### src/rtl/stack_param.sv
// stack_param: parametrised LIFO stack with occupancy status, a peek of the
// top entry, sticky overflow/underflow flags and a push+pop "replace top" op.
// The write pointer equals count, so entry [count-1] is always the top.
module stack_param #(
  parameter  int WIDTH = 8,
  parameter  int DEPTH = 16,
  localparam int CNT_W = $clog2(DEPTH + 1)
) (
  input  logic             clk,
  input  logic             reset,
  input  logic             push,
  input  logic             pop,
  input  logic [WIDTH-1:0] data_in,
  input  logic             clear_err,
  output logic [WIDTH-1:0] data_out,
  output logic             pop_valid,
  output logic [WIDTH-1:0] top,
  output logic [CNT_W-1:0] count,
  output logic             full,
  output logic             empty,
  output logic             overflow,
  output logic             underflow
);

  localparam int               AW      = (DEPTH > 1) ? $clog2(DEPTH) : 1;
  localparam logic [CNT_W-1:0] DEPTH_C = CNT_W'(DEPTH);

  logic [WIDTH-1:0] mem [DEPTH];
  logic [AW-1:0]    top_idx;
  logic [AW-1:0]    wr_idx;
  logic             wr_en;
  logic             ovf_evt;
  logic             udf_evt;

  assign empty = (count == '0);
  assign full  = (count == DEPTH_C);
  assign top   = empty ? '0 : mem[top_idx];

  // Pick the write slot: the top entry on a replace, otherwise the next free slot.
  always_comb begin
    top_idx = AW'(count - CNT_W'(1));
    wr_idx  = AW'(count);
    wr_en   = 1'b0;
    ovf_evt = 1'b0;
    udf_evt = 1'b0;
    if (!reset) begin
      if (push && pop && !empty) begin
        wr_en  = 1'b1;
        wr_idx = top_idx;
      end else if (push && !full) begin
        wr_en = 1'b1;
      end
      ovf_evt = push && !pop && full;
      udf_evt = pop && empty;
    end
  end

  // Storage array; deliberately not reset, the empty count masks stale data.
  always_ff @(posedge clk) begin
    if (wr_en) begin
      mem[wr_idx] <= data_in;
    end
  end

  // Occupancy, pop output register and sticky error flags.
  always_ff @(posedge clk) begin
    if (reset) begin
      count     <= '0;
      data_out  <= '0;
      pop_valid <= 1'b0;
      overflow  <= 1'b0;
      underflow <= 1'b0;
    end else begin
      pop_valid <= 1'b0;
      // A new error on the same edge as clear_err keeps the flag set.
      overflow  <= ovf_evt || (overflow && !clear_err);
      underflow <= udf_evt || (underflow && !clear_err);
      unique case ({push, pop})
        2'b10: begin
          if (!full) begin
            count <= count + CNT_W'(1);
          end
        end
        2'b01: begin
          if (!empty) begin
            data_out  <= mem[top_idx];
            pop_valid <= 1'b1;
            count     <= count - CNT_W'(1);
          end
        end
        2'b11: begin
          if (!empty) begin
            data_out  <= mem[top_idx];
            pop_valid <= 1'b1;
          end else begin
            count <= CNT_W'(1);
          end
        end
        default: begin
        end
      endcase
    end
  end

endmodule

### config.mk
export PLATFORM = sky130hd
export DESIGN_NAME = stack_param
export DESIGN_NICKNAME = d
export VERILOG_FILES = /design/src/rtl/stack_param.sv
export SDC_FILE = /design/constraint.sdc
export NUM_CORES = 1
export LEC_CHECK = 0
export CORE_AREA = 2 2 116 96
export CTS_CLUSTER_SIZE = 40
export DETAILED_ROUTE_END_ITERATION = 6
export DIE_AREA = 0 0 118 98
export DONT_BUFFER_PORTS = 1
export GPL_TIMING_DRIVEN = 0
export PLACE_DENSITY = 0.79
export SKIP_CTS_REPAIR_TIMING = 1
export SLEW_MARGIN = 5
export SYNTH_ARGS = -nofsm -noshare
export SYNTH_HDL_FRONTEND = slang
export SYNTH_SLANG_ARGS = --single-unit
### constraint.sdc
create_clock -name clk -period 6.1 [get_ports clk]
set_input_delay 0.61 -clock clk [delete_from_list [all_inputs] [get_ports clk]]
set_output_delay 0.61 -clock clk [all_outputs]
set_load 0.02 [all_outputs]
After elaboration in Yosys (flattened, before gate mapping)
Memory sizes are Yosys's and may differ from the RTL's.
Index checks and enable logic that the tools add are counted.
- flip-flop bits (word level): 16
- latch bits: 0
- RAM bits: 128
- ROM bits: 0
- input bits: 13
- output and inout bits: 26
- logic and storage cells: 52
- memories kept: 1
- memory list (name ; words ; width ; read ports ; clocked after Yosys merged registers in ; write ports ; line ; source):
    mem ; 16 ; 8 ; 1 ; 0 ; 1 ; 28 ; logic [WIDTH-1:0] mem [DEPTH];
- add/subtract/negate cells: 2
- $mul: 0
- div/mod/pow operators: 0
- order comparisons: 0
- eq/ne operators: 7
- shift operators: 0
- multiplexer cells: 15
- bitwise logic cells: 2
- reduce and logical (&&, ||, !) cells: 20
- operators with widths (operator ; number):
    two-way mux 5 bit ; 3
    case mux 5 bit (3 select lines) ; 1
    logical AND 1 bit ; 8
    two-way mux 1 bit ; 8
    two-way mux 4 bit ; 2
    two-way mux 8 bit ; 1
    != test 2 bit, second input constant ; 3
    adder 5 x 1 -> 5 bit, second input constant ; 1
    == test 5 bit, second input constant ; 1
    zero test 5 bit ; 1
    subtractor 5 x 1 -> 5 bit, second input constant ; 1
    == test 2 bit, second input constant ; 2
    zero test 1 bit ; 4
    AND reduction 4 bit ; 1
    OR reduction 2 bit ; 2
    nonzero test 3 bit ; 1
    == test 2 x 1 -> 1 bit, second input constant ; 1
    logical OR 1 bit ; 2
    NOT 1 bit ; 2
    AND reduction 2 bit ; 1

Depth between registers and ports, before layout
- depth in word-level cells: 8
- gate-level depth with buffers: 12
- depth with buffers taken out: 7

Least setup slack after synthesis
Ideal clock, no wire load.
- path kind: register to output
- start point: reg count[0]
- end point: out top[6]
- arrival: 2.884 ns
- required time: 5.490 ns
- setup slack: 2.606 ns
- stages on the path, launching flop included: 13
- path buffers: 5
- cells stage by stage: dfxtp_1 buf_6 buf_2 buf_2 inv_1 ha_1 buf_2 clkbuf_1 mux4_2 inv_1 o22ai_1 a221oi_2 nor2_1
- cells in the longest elaborated chain, start to end: 3
- elaborated cells on any way between the ends: 4
- classes of those cells: add/sub: 1; mux: 1; reduce/logical: 1; memory: 1
- ends and longest elaborated chain (element ; line ; source):
    from (decl) ; 18 ; output logic [CNT_W-1:0] count,
    from (signal assigned) ; 81 ; count <= count + CNT_W'(1);
    from (signal assigned) ; 88 ; count <= count - CNT_W'(1);
    subtractor 5 x 1 -> 5 bit ; - ;
    memory (16 x 8 bit) ; - ;
    two-way mux 8 bit * ; 37 ; assign top = empty ? '0 : mem[top_idx];
    to (decl) ; 17 ; output logic [WIDTH-1:0] top,
Mark *: on every way between the ends. The rest lies on a longest branch, timed or not.

Worst setup path in the final report
- start point: reg count[0]
- end point: out top[1]
Same word-level chain as after synthesis.

==> impl_metrics.py <==
metrics = {
    "setup_path": {
        "critical_path_required_ps": 5490,
        "critical_path_arrival_ps": 4190,
        "critPathMostFrequentCell": "buf_2",
        "max_stage_delay_ps": 550,
        "critPathLaunchType": "register",
        "crit_path_max_fanout": 10,
        "path_delay_family": "buffers and inverters",
        "path_class": "register to primary output",
        "end_kind": "primary output",
        "cp.buffers_inverters": 7,
        "crit_path_cell_trace": "buf_6, buf_2, buf_2, inv_1, ha_1, buf_2, clkbuf_1, mux4_2, inv_1, o22ai_1, a221oi_2, nor2_1",
        "slowest_stage": "dfxtp_1",
    },
    "route": {
        "top_layer_used": "met4",
        "met2_length_um": 6428,
        "drtPass1Iterations": 5,
        "postRouteAntennaNets": 0,
        "drt_iter0_markers": 379,
        "via_per_inst": 6.257,
        "wl_met3_um": 1086,
        "vias": 3429,
        "drc_errors": 0,
        "wl_met1_um": 5622,
        "wire_per_inst_um": 24.19,
        "routed_wl_um": 13260,
    },
    "timing": {
        "postLayoutSetupSlackWorst_ps": 1299,
        "slew_viol_final": 0,
        "setup_viol": 0,
        "hold_viol_final": 0,
        "finalSetupTns_ps": 0,
        "rsz0062_at_grt": "false",
        "max_freq_mhz": 208.3,
        "maxSlewHeadroom": 0.2165,
        "tightest_slew_ps": 1159,
        "fin_crit_ps": 4801,
        "post-route-period-util": 0.7871,
        "fin_worst_skew_ps": 7.576,
    },
    "power_and_ir_drop": {
        "p_leak_nw": 2.236,
        "powerDensity_nw_per_um2": 400.5,
        "ir_worst_vdd_uv": 330.6,
    },
    "clock_tree": {
        "clkLatencyLatePin_ps": 410,
        "cts_tree": "done",
        "cts.sinks": 144,
        "cts_buffers": 17,
        "clk_pin_slew_worst_paths_ps": 60,
        "root_buffer": "clkbuf_16",
        "cts_buffer_depth": 2,
        "h-tree-depth": 4,
    },
    "yosys": {
        "synth_seq_area_share": 0.6844,
        "synth_edf_count": 128,
        "synth_ff_type": "edfxtp_1",
        "yosys_warnings": 0,
        "syn-cell-area_um2": 6085,
        "syn_inst": 372,
        "ys_async_sr_fraction": 0,
        "synth.avg_cell_area_um2": 16.36,
        "synth_nets": 388,
        "ys_seq_elements": 144,
        "synth_cell_types": 44,
    },
    "global_route": {
        "grtUsageTotal": 0.2458,
        "grt_start_max_net_pins": 17,
        "grt_first_pass_wirelength_um": 20430,
        "grt-ovfl-total": 0,
        "grt_pass1_vias": 3455,
        "antenna_found_initial": 0,
    },
    "floorplan": {
        "io_pins": 39,
        "die_w_um": 118,
        "dieArea_um2": 11560,
        "die_y_um": 98,
        "initial_core_util": 0.5791,
        "fp-row-count": 34,
        "core_area_um2": 10510,
    },
    "final_layout": {
        "final_net_count": 407,
        "area_delta_synth_final_pct": 12.75,
        "antenna_cells": 0,
        "fillers": 753,
        "finish.utilization": 0.6529,
        "mostFrequentLayoutCell": "edfxtp_1",
        "drive_above_1_share": 0.2153,
        "layout_common_cells": "edfxtp_1 (128), nor2_1 (38), mux4_2 (32)",
        "final_area_um2": 6860,
    },
    "worst_hold_path": {
        "hold_path_class": "input port to register",
    },
    "placed_design": {
        "dp_hpwl_um": 8713,
        "pre_cts_slack_ps": 1727,
        "portBuffers": 0,
        "place_congestion": 0.9308,
        "placed_area_um2": 6265,
    },
    "flow_run": {
        "maxCapViolCount": 0,
    },
    "status": {
        "outcome": "completed",
    },
}
## cell usage after synthesis, types with 6 or more instances
master / number / area, µm²
edfxtp_1: 128 / 3844
nor2_1: 38 / 142.6
mux4_2: 32 / 720.7
inv_1: 19 / 71.32
dfxtp_1: 16 / 320.3
clkbuf_1: 13 / 48.80
o21ai_0: 11 / 55.05
a211oi_1: 10 / 75.07
a21oi_1: 10 / 50.05
o22ai_1: 10 / 62.56
nor2b_1: 9 / 56.30
a221oi_2: 8 / 120.1
nand2_1: 7 / 26.28
buf_6: 6 / 67.56
## metrics by stage
step	hold slack, ps	power, mW	cells
floorplan	542.5	1.585	372
global placement	558.1	1.710	516
detailed placement	589.6	1.722	516
CTS	279.7	2.751	548
global route	269.2	2.840	548
finish	289.0	2.747	548
## state kept, by name (all words and copies together) (netlist names)
name	count
count	5
overflow	1
data_out	8
pop_valid	1
mem	128
underflow	1
## power breakdown
group	internal [mW]	switching [mW]	leakage, nW
combinational	0.209	0.350	0.679
clock	0.641	0.398	0.272
sequential	1.11	0.0398	1.28
## routing by layer
layer,global-route usage,vias up
met3,0.06951,14
li1,-,1504
met1,0.3510,1777
met2,0.3743,134
met5,0,-
met4,0.07692,0
## worst paths after layout
| kind | start | end | slack (ps) | cells past startpoint |
|---|---|---|---|---|
| hold / removal | data_in[5] | mem[3][5]$_DFFE_PP_ | 290 | 0 |
| setup reg to reg | count[0]$_SDFFE_PP0P_ | mem[8][4]$_DFFE_PP_ | 1940 | 10 |
| hold reg to reg | data_out[3]$_SDFFE_PP0P_ | data_out[3]$_SDFFE_PP0P_ | 600 | 2 |
| setup / recovery | count[0]$_SDFFE_PP0P_ | top[1] | 1300 | 12 |
## final cells by class
class | instances | area [µm²] | share of cell area
well taps | 144 | 180.2 | 0.02626
multi-input cells | 185 | 1705 | 0.2486
clock inverters | 14 | 166.4 | 0.02426
inverters | 19 | 71.32 | 0.01040
flip-flops and latches | 144 | 4164 | 0.6070
clock buffers | 18 | 429.2 | 0.06256
plain buffers | 24 | 143.9 | 0.02097
## cell families after synthesis
logic type               after synthesis  share of synthesized area
adder cells (fa/ha/maj)                3                   0.006170
AND/OR/NAND/NOR                       83                    0.07074
multiplexers                          34                     0.1217
AO/OA/AOI/OAI                         64                    0.08020
XOR/XNOR                               1                   0.001440
flip-flops                           144                     0.6844
buffers and inverters                 43                    0.03537
Power figures use the tool's default switching activity.
